<file path="src/rtl/pipe_drawer_if.sv">
// Pipe drawer signal bundle: coordinate/tick inputs and the VGA adapter write port.
// The drawer uses the slave modport, whoever drives coordinates uses master.
interface pipe_drawer_if;
   logic       game_clk;
   logic [7:0] pipe_x;
   logic [6:0] gap_y;
   logic [7:0] vga_x;
   logic [6:0] vga_y;
   logic [2:0] colour;
   logic       plot;
   logic       busy;
   logic       done;

   modport master (
      output game_clk, pipe_x, gap_y,
      input  vga_x, vga_y, colour, plot, busy, done
   );

   modport slave (
      input  game_clk, pipe_x, gap_y,
      output vga_x, vga_y, colour, plot, busy, done
   );
endinterface

</file>
<file path="src/rtl/pipe_drawer.sv">
// Repaints one pipe (body, gap, trailing erase column) into the VGA adapter on
// every game tick, one pixel per clock, column-major.
//
// state | meaning
// IDLE  | waiting for a game tick
// LOAD  | latch pipe_x/gap_y, clear counters
// DRAW  | present pixel (c_q, r_q)
// DONE  | one-cycle completion pulse; relaunch if a tick is pending
module pipe_drawer #(
   parameter int          PIPE_W      = 8,
   parameter int          GAP_H       = 20,
   parameter int          SCREEN_W    = 160,
   parameter int          SCREEN_H    = 120,
   parameter logic [2:0]  PIPE_COLOUR = 3'b010,
   parameter logic [2:0]  BG_COLOUR   = 3'b000
) (
   input  logic          CLOCK_50,
   input  logic          reset,
   pipe_drawer_if.slave  bus
);
   localparam int CW = $clog2(PIPE_W + 1);

   localparam logic [1:0] IDLE = 2'd0;
   localparam logic [1:0] LOAD = 2'd1;
   localparam logic [1:0] DRAW = 2'd2;
   localparam logic [1:0] DONE = 2'd3;

   logic          meta_q, sync_q, prev_q;
   logic          tick;
   logic [1:0]    state_q, state_d;
   logic [7:0]    px_q, px_d;
   logic [6:0]    gy_q, gy_d;
   logic [CW-1:0] c_q, c_d;
   logic [6:0]    r_q, r_d;
   logic          pending_q, pending_d;
   logic [7:0]    vga_x_q, vga_x_d;
   logic [6:0]    vga_y_q, vga_y_d;
   logic [2:0]    colour_q, colour_d;
   logic          plot_q, plot_d, busy_q, busy_d, done_q, done_d;
   logic [7:0]    col_d, row8_d, gy8_d;
   logic          in_gap_d, erase_d;

   // Synchroniser runs through reset so it is settled when reset releases.
   always_ff @(posedge CLOCK_50) begin
      meta_q <= bus.game_clk;
      sync_q <= meta_q;
      prev_q <= sync_q;
   end

   assign tick = sync_q & ~prev_q;

   always_comb begin
      state_d   = state_q;
      px_d      = px_q;
      gy_d      = gy_q;
      c_d       = c_q;
      r_d       = r_q;
      pending_d = pending_q;
      case (state_q)
         IDLE: if (tick) state_d = LOAD;
         LOAD: begin
            px_d    = bus.pipe_x;
            gy_d    = bus.gap_y;
            c_d     = '0;
            r_d     = '0;
            state_d = DRAW;
            if (tick) pending_d = 1'b1;
         end
         DRAW: begin
            if (tick) pending_d = 1'b1;
            if (r_q == 7'(SCREEN_H - 1)) begin
               r_d = '0;
               if (c_q == CW'(PIPE_W)) state_d = DONE;
               else                    c_d = c_q + 1'b1;
            end else begin
               r_d = r_q + 1'b1;
            end
         end
         default: begin
            // A tick landing in DONE itself must not be lost on the way to IDLE.
            if (pending_q || tick) begin
               pending_d = 1'b0;
               state_d   = LOAD;
            end else begin
               state_d   = IDLE;
            end
         end
      endcase
   end

   // Output registers are loaded with the pixel that the next DRAW cycle presents.
   always_comb begin
      col_d    = px_d + 8'(c_d);
      row8_d   = {1'b0, r_d};
      gy8_d    = {1'b0, gy_d};
      in_gap_d = (row8_d >= gy8_d) && (row8_d < gy8_d + 8'(GAP_H));
      erase_d  = (c_d == CW'(PIPE_W));
      vga_x_d  = '0;
      vga_y_d  = '0;
      colour_d = '0;
      plot_d   = 1'b0;
      if (state_d == DRAW) begin
         vga_x_d  = col_d;
         vga_y_d  = r_d;
         colour_d = (erase_d || in_gap_d) ? BG_COLOUR : PIPE_COLOUR;
         plot_d   = (col_d < 8'(SCREEN_W));
      end
      busy_d = (state_d == LOAD) || (state_d == DRAW);
      done_d = (state_d == DONE);
   end

   always_ff @(posedge CLOCK_50) begin
      if (reset) begin
         state_q   <= IDLE;
         px_q      <= '0;
         gy_q      <= '0;
         c_q       <= '0;
         r_q       <= '0;
         pending_q <= 1'b0;
         vga_x_q   <= '0;
         vga_y_q   <= '0;
         colour_q  <= '0;
         plot_q    <= 1'b0;
         busy_q    <= 1'b0;
         done_q    <= 1'b0;
      end else begin
         state_q   <= state_d;
         px_q      <= px_d;
         gy_q      <= gy_d;
         c_q       <= c_d;
         r_q       <= r_d;
         pending_q <= pending_d;
         vga_x_q   <= vga_x_d;
         vga_y_q   <= vga_y_d;
         colour_q  <= colour_d;
         plot_q    <= plot_d;
         busy_q    <= busy_d;
         done_q    <= done_d;
      end
   end

   assign bus.vga_x  = vga_x_q;
   assign bus.vga_y  = vga_y_q;
   assign bus.colour = colour_q;
   assign bus.plot   = plot_q;
   assign bus.busy   = busy_q;
   assign bus.done   = done_q;
endmodule
</file>
<file path="src/flat_wrapper.sv">
// flat-port wrapper written by rule: the top's interface ports become plain ports
module pipe_drawer_flat 
#(
   parameter int          PIPE_W      = 8,
   parameter int          GAP_H       = 20,
   parameter int          SCREEN_W    = 160,
   parameter int          SCREEN_H    = 120,
   parameter logic [2:0]  PIPE_COLOUR = 3'b010,
   parameter logic [2:0]  BG_COLOUR   = 3'b000
)
  (CLOCK_50, reset, bus_game_clk, bus_pipe_x, bus_gap_y, bus_vga_x, bus_vga_y, bus_colour, bus_plot, bus_busy, bus_done);
  pipe_drawer_if bus_i ();
  input  logic CLOCK_50;
  input  logic reset;
  input wire logic [$bits(bus_i.game_clk)-1:0] bus_game_clk;
  input wire logic [$bits(bus_i.pipe_x)-1:0] bus_pipe_x;
  input wire logic [$bits(bus_i.gap_y)-1:0] bus_gap_y;
  output wire logic [$bits(bus_i.vga_x)-1:0] bus_vga_x;
  output wire logic [$bits(bus_i.vga_y)-1:0] bus_vga_y;
  output wire logic [$bits(bus_i.colour)-1:0] bus_colour;
  output wire logic [$bits(bus_i.plot)-1:0] bus_plot;
  output wire logic [$bits(bus_i.busy)-1:0] bus_busy;
  output wire logic [$bits(bus_i.done)-1:0] bus_done;
  assign bus_i.game_clk = bus_game_clk;
  assign bus_i.pipe_x = bus_pipe_x;
  assign bus_i.gap_y = bus_gap_y;
  assign bus_vga_x = bus_i.vga_x;
  assign bus_vga_y = bus_i.vga_y;
  assign bus_colour = bus_i.colour;
  assign bus_plot = bus_i.plot;
  assign bus_busy = bus_i.busy;
  assign bus_done = bus_i.done;
  pipe_drawer #(.PIPE_W(PIPE_W), .GAP_H(GAP_H), .SCREEN_W(SCREEN_W), .SCREEN_H(SCREEN_H), .PIPE_COLOUR(PIPE_COLOUR), .BG_COLOUR(BG_COLOUR)) u_core (.CLOCK_50(CLOCK_50), .reset(reset), .bus(bus_i));
endmodule
</file>
<file path="config.mk">
export PLATFORM = sky130hd
export DESIGN_NAME = pipe_drawer_flat
export DESIGN_NICKNAME = d
export VERILOG_FILES = /design/src/rtl/pipe_drawer_if.sv /design/src/rtl/pipe_drawer.sv /design/src/flat_wrapper.sv
export SDC_FILE = /design/constraint.sdc
export NUM_CORES = 1
export LEC_CHECK = 0
export CAP_MARGIN = 20
export CORE_ASPECT_RATIO = 1.4
export CORE_MARGIN = 2
export CORE_UTILIZATION = 49
export DETAILED_ROUTE_END_ITERATION = 6
export GPL_TIMING_DRIVEN = 0
export PLACE_DENSITY = 0.76
export SETUP_SLACK_MARGIN = 0.5
export SLEW_MARGIN = 20
export SYNTH_ARGS = -nofsm -noshare
export SYNTH_HDL_FRONTEND = slang
export SYNTH_SLANG_ARGS = --single-unit
</file>
<file path="constraint.sdc">
create_clock -name CLOCK_50 -period 3.3 [get_ports CLOCK_50]
set_clock_uncertainty 0.2 [all_clocks]
set_input_delay 0.33 -clock CLOCK_50 [delete_from_list [all_inputs] [get_ports CLOCK_50]]
set_output_delay 0.33 -clock CLOCK_50 [all_outputs]
set_load 0.01 [all_outputs]
</file>
==> results.json, run 1 <==
{
  "finalWirelength_um": 6360,
  "ys.flop_type": "dfxtp_1",
  "rows": 31,
  "synth_compound_area_frac": 0.1293,
  "fillCellCount": 364,
  "setup_viol": 0,
  "critPathKind": "reg -> reg",
  "async_flop_share": 0,
  "postCtsHoldBufs": 0,
  "synth_warnings": 0,
  "final_nets": 416,
  "hold_class": "reg -> reg",
  "pwr_density_cell_mw_per_mm2": 419.5,
  "antenna_found_initial": 0,
  "cp_max_fo": 8,
  "ys_seq_elements": 51,
  "grt_max_degree": 16,
  "fp.coreArea_sq_mm": 0.005159,
  "antenna_cells": 0,
  "crit_chain": "inv_4 -> ha_4 -> nand3_4 -> buf_4 -> nor3b_1 -> o21ai_2 -> inv_1 -> ha_1 -> or3_4 -> a21oi_2 -> a311oi_2 -> a211oi_2 -> nor3_2",
  "drt_first_pass_iters": 4,
  "clk_pin_slew_ns": 0.09,
  "fmax_mhz": 329.2,
  "htree_levels": 2,
  "crit_required_ns": 3.30,
  "vias_per_cell": 5.258,
  "finalHoldViolCount": 0,
  "area_growth_pct": 42.16,
  "vias": 2303,
  "antenna_left": 0,
  "mostFrequentLayoutCell": "dfxtp_1",
  "power_mw": 1.552,
  "clk_latency_ns": 0.31,
  "drtIter0Drc": 102,
  "die_w_um": 65.60,
  "ys_seq_area_frac": 0.3923,
  "cts.sinks": 51,
  "syn-mean-instance-area_sq_um": 9.036,
  "cp_slowest_stage_delay_ns": 0.39,
  "clk_root_buffer_cell": "clkbuf_8",
  "worst_slew_pin_slew_ns": 0.7217,
  "gr-usage-all-layers": 0.2138,
  "syn_inst": 288,
  "arrival_ns": 3.04,
  "grt_pass1_vias": 2293,
  "end_kind": "register",
  "cts_tree": "done",
  "wl_per_cell_um": 14.52,
  "maxSlewHeadroom": 0.5065,
  "cts_made_buffers": 5,
  "drive_gt1_frac": 0.2903,
  "start_util": 0.5045,
  "synth-simple-area-share": 0.1937,
  "ys_types": 48,
  "drc": 0,
  "grt_pass1_wl_um": 10070,
  "cts_max_path_buffers": 2,
  "critical_path.slowest_cell": "dfxtp_4",
  "synth-edff-count": 0,
  "timing.final.ws_setup_ns": 0.2623,
  "regArea_sq_mm": 0.001032,
  "fp.dieArea_sq_mm": 0.005919,
  "gp_congestion": 0.8352,
  "fin_setup_tns_ns": 0,
  "synth_top_family_by_area": "simple AND/OR/NAND/NOR gates",
  "synth_xor_area_frac": 0.02692,
  "hpwl_um": 4039,
  "rsz0062_at_grt": "true",
  "port_buffers": 36,
  "pin_count": 39,
  "overflow": 0,
  "drv_cap": 0,
  "dp_slack_ns": 0.1710,
  "synth_fa_ha_area_frac": 0.1327,
  "slew_violations": 0,
  "final_cell_mix": "dfxtp_1 (44), nor2_1 (42), buf_4 (40)",
  "critPathLaunchType": "register",
  "muxShareOfSynthArea": 0.06971,
  "multiInputGateArea_sq_mm": 0.001667,
  "ir_drop_v": 0.0003657,
  "die_h_um": 90.23,
  "leakagePower_nw": 1.585,
  "fin_crit_ns": 3.038,
  "outcome": "complete, no violations",
  "finalCritPeriodShare": 0.9205,
  "netlist_area_sq_mm": 0.002602
}
## where the power goes
group	switching [mW]	internal (mW)	total [mW]	leakage (nW)
Sequential	0.0172	0.653	0.670	0.418
Clock	0.208	0.149	0.357	0.0412
Combinational	0.257	0.268	0.525	1.13
Total	0.483	1.07	1.55	1.59
## worst max-delay path, delay by kind of cell (launching register included)
family                     cells  cell delay (ns)
adders and majority gates      2             0.55
AOI/OAI and AO/OA              4             0.62
DFF                            1             0.39
and+or+nand+nor                4             0.86
buffers and inverters          3             0.31
## final cells by class
class / count / share of cell area
Clock buffer: 6 / 0.01961
Multi-Input combinational cell: 204 / 0.4505
Tap cell: 66 / 0.02232
Sequential cell: 51 / 0.2790
Timing Repair Buffer: 75 / 0.1759
Inverter: 24 / 0.02570
Clock inverter: 2 / 0.003382
Buffer: 10 / 0.02367
## cells in the mapped netlist, types with 2 or more instances
library cell  number  share of area
a21o_1             3         0.0087
buf_4              3         0.0087
or3_1              2         0.0048
nand3_1            3         0.0058
xnor2_1            5          0.017
clkbuf_1           6         0.0087
nor2b_1           17          0.041
mux2i_1           10          0.038
dfxtp_1           51           0.39
nand2_1           14          0.020
mux2_2             6          0.026
nand2b_1           2         0.0048
ha_1              26           0.12
xor2_1             3          0.010
inv_1             24          0.035
o21a_1             4          0.012
a21oi_1           13          0.025
a31oi_1            2         0.0048
a211oi_1           6          0.017
a22o_1             2         0.0067
o311ai_0           2         0.0067
nor2_1            44          0.063
nor4_1             2         0.0048
nor3_1             5         0.0096
o21ai_0            8          0.015
o21ai_1            2         0.0038
nand4_1            2         0.0048
## registers in the layout, indices dropped and copies added, names as in the netlist, 2 cells and up
register	flops
u_core.state_q	2
u_core.bus.vga_y	7
u_core.c_q	4
u_core.r_q	7
u_core.px_q	8
u_core.gy_q	7
u_core.bus.vga_x	8
## kinds of logic after synthesis
kind of cell               after synthesis
buffers and inverters                   34
xor gates and xnor gates                 8
other                                    1
DFF                                     51
muxes                                   17
AOI/OAI and AO/OA                       50
adders and majority gates               27
and+or+nand+nor                        100
## stage by stage
| stage | cells | utilization | hold WS (ns) | cell area [sq um] |
|---|---|---|---|---|
| floorplan | 289 | - | 0.1096 | 2691 |
| global placement | 391 | 0.6076 | 0.1101 | 3134 |
| detailed placement | 391 | 0.6076 | 0.1161 | 3134 |
| CTS | 419 | 0.6680 | 0.1371 | 3446 |
| global route | 438 | 0.7172 | 0.1439 | 3700 |
| finish | 438 | 0.7172 | 0.1364 | 3700 |
## metal layers
metal  vias up  global-route usage  routed length, um
li1       1142                   -                  -
met1      1103              0.2516               2625
met2        46              0.3750               3431
met3        12             0.03129                173
met4         0             0.09375                129
met5         -                   0                  0
## path summary, 6_finish.rpt
path                                        start                    to  slack [ns]  cells after the start
worst max-delay path            u_core.state_q[0]  u_core.bus.colour[1]        0.26                     13
worst min-delay path                u_core.meta_q         u_core.sync_q        0.14                      0
worst max register to register  u_core.state_q[0]  u_core.bus.colour[1]        0.26                     13
worst min register to register      u_core.meta_q         u_core.sync_q        0.14                      0
## repair_timing
item,4_1_cts,5_1_grt
resized for setup,18,33
pin swaps,9,16
endpoints found under the setup margin,16,16
cloned,0,1
setup buffers,20,18
Power figures use the tool's default switching activity.
==> run 2, diff against run 1 <==
- CELL_PAD_IN_SITES_DETAIL_PLACEMENT: unset -> 2
- CELL_PAD_IN_SITES_GLOBAL_PLACEMENT: unset -> 2
- CORE_UTILIZATION: 49 -> 30
- PLACE_DENSITY: 0.76 -> unset
- PLACE_DENSITY_LB_ADDON: unset -> 0.1
==> run 2 against run 1 <==
  * Critical endpoint unchanged
  * Wire length up 22%
  * Maximum frequency down 0.13%
  * Total power up 10%
  * Combinational power down 0.8%
  * Count of clock-buffer cells in the layout up 1
==> results.json, run 2 (same netlist as run 1, synthesis figures left out) <==
{
  "antenna_left": 0,
  "drtIter0Drc": 50,
  "ir_drop_v": 0.0002774,
  "finalWirelength_um": 7748,
  "clk_root_buffer_cell": "clkbuf_16",
  "area_growth_pct": 45.48,
  "place_area_sq_mm": 0.003183,
  "antenna_found_initial": 0,
  "drc": 0,
  "end_kind": "register",
  "hpwl_um": 5351,
  "fp.coreArea_sq_mm": 0.008508,
  "leakagePower_nw": 1.567,
  "grt_pass1_wl_um": 12370,
  "antenna_cells": 0,
  "maxSlewHeadroom": 0.5880,
  "port_buffers": 36,
  "clk_latency_ns": 0.30,
  "rsz0062_at_grt": "true",
  "wl_per_cell_um": 16.59,
  "overflow": 0,
  "fillCellCount": 925,
  "fmax_mhz": 328.8,
  "drv_cap": 0,
  "critPathLaunchType": "register",
  "cp_max_fo": 6,
  "whs_ns": 0.1274,
  "slew_violations": 0,
  "fin_crit_ns": 3.042,
  "start_util": 0.3059,
  "rows": 40,
  "vias_per_cell": 4.882,
  "cts.sinks": 51,
  "htree_levels": 2,
  "clk_pin_slew_ns": 0.07,
  "finalHoldViolCount": 0,
  "gr-usage-all-layers": 0.1748,
  "postCtsHoldBufs": 0,
  "gp_congestion": 0.7556,
  "finalCritPeriodShare": 0.9217,
  "grt_pass1_vias": 2488,
  "arrival_ns": 3.02,
  "power_mw": 1.708,
  "dp_slack_ns": -0.1170,
  "pwr_density_cell_mw_per_mm2": 451.0,
  "cts_made_buffers": 5,
  "drt_first_pass_iters": 5,
  "die_w_um": 82.72,
  "final_cell_mix": "dfxtp_1 (47), nor2_1 (42), clkdlybuf4s50_1 (36)",
  "grt_max_degree": 15,
  "stdcell_area_sq_mm": 0.003786,
  "die_h_um": 114.2,
  "worst_slew_pin_slew_ns": 0.6008,
  "fp.dieArea_sq_mm": 0.009446,
  "drive_gt1_frac": 0.2845,
  "critPathKind": "reg -> reg",
  "fin_setup_tns_ns": 0,
  "cts_tree": "done",
  "outcome": "complete, no violations",
  "hold_class": "reg -> reg",
  "mostFrequentLayoutCell": "dfxtp_1",
  "setup_viol": 0,
  "pin_count": 39,
  "timing.final.ws_setup_ns": 0.2584,
  "vias": 2280,
  "crit_required_ns": 3.28,
  "final_nets": 406,
  "cts_max_path_buffers": 2
}
==> run 2: worst max-delay path: stages (launching register included) <==
cell      delay, ns
dfxtp_4        0.37
buf_4          0.12
ha_4           0.13
buf_12         0.13
buf_12         0.13
mux2i_4        0.26
inv_2          0.06
ha_2           0.19
xnor2_2        0.12
ha_2           0.28
or3_4          0.33
a21oi_2        0.15
a311oi_2       0.05
a211oi_2       0.30
nor3_2         0.09
==> run 2: area by class of cell <==
cell class	count	area, sq um	area share
multi-input cells	204	1720	0.4544
flip-flops and latches	51	1028	0.2716
repair buffers	65	585.6	0.1547
clock buffers	7	132.6	0.03503
well taps	105	131.4	0.03470
inverters	24	92.59	0.02445
plain buffers	10	90.09	0.02379
clock inverters	1	5.005	0.001322
==> run 2: what timing repair did <==
item                                    in CTS  in global routing
setup buffers                               17                 12
gates resized for setup                     27                 31
endpoints found under the setup margin      16                 16
pin swaps                                   11                 18
==> run 2: metal layers <==
metal	up-vias	share of wire	global-route usage
li1	1118	-	-
met1	1131	0.42	0.2044
met2	24	0.54	0.3140
met3	7	0.018	0.02997
met4	0	0.015	0.05902
met5	-	0	0
==> run 2: power breakdown <==
part	internal (mW)	leakage [nW]	switching (mW)
Combinational	0.258	1.08	0.263
Sequential	0.653	0.416	0.0167
Clock	0.281	0.0679	0.235
Total	1.19	1.57	0.515
==> run 2: final timing paths <==
path	startpoint	to	slack (ns)	depth (start not counted)
max	u_core.state_q[0]	u_core.bus.colour[1]	0.26	14
max reg2reg	u_core.state_q[0]	u_core.bus.colour[1]	0.26	14
min reg2reg	u_core.meta_q	u_core.sync_q	0.13	0
min	u_core.meta_q	u_core.sync_q	0.13	0
==> run 2: per-stage QoR <==
step / util / cells
6_report: 0.4450 / 467
2_1_floorplan: - / 289
3_5_place_dp: 0.3741 / 430
5_1_grt: 0.4450 / 467
3_3_place_gp: 0.3741 / 430
4_1_cts: 0.4184 / 455
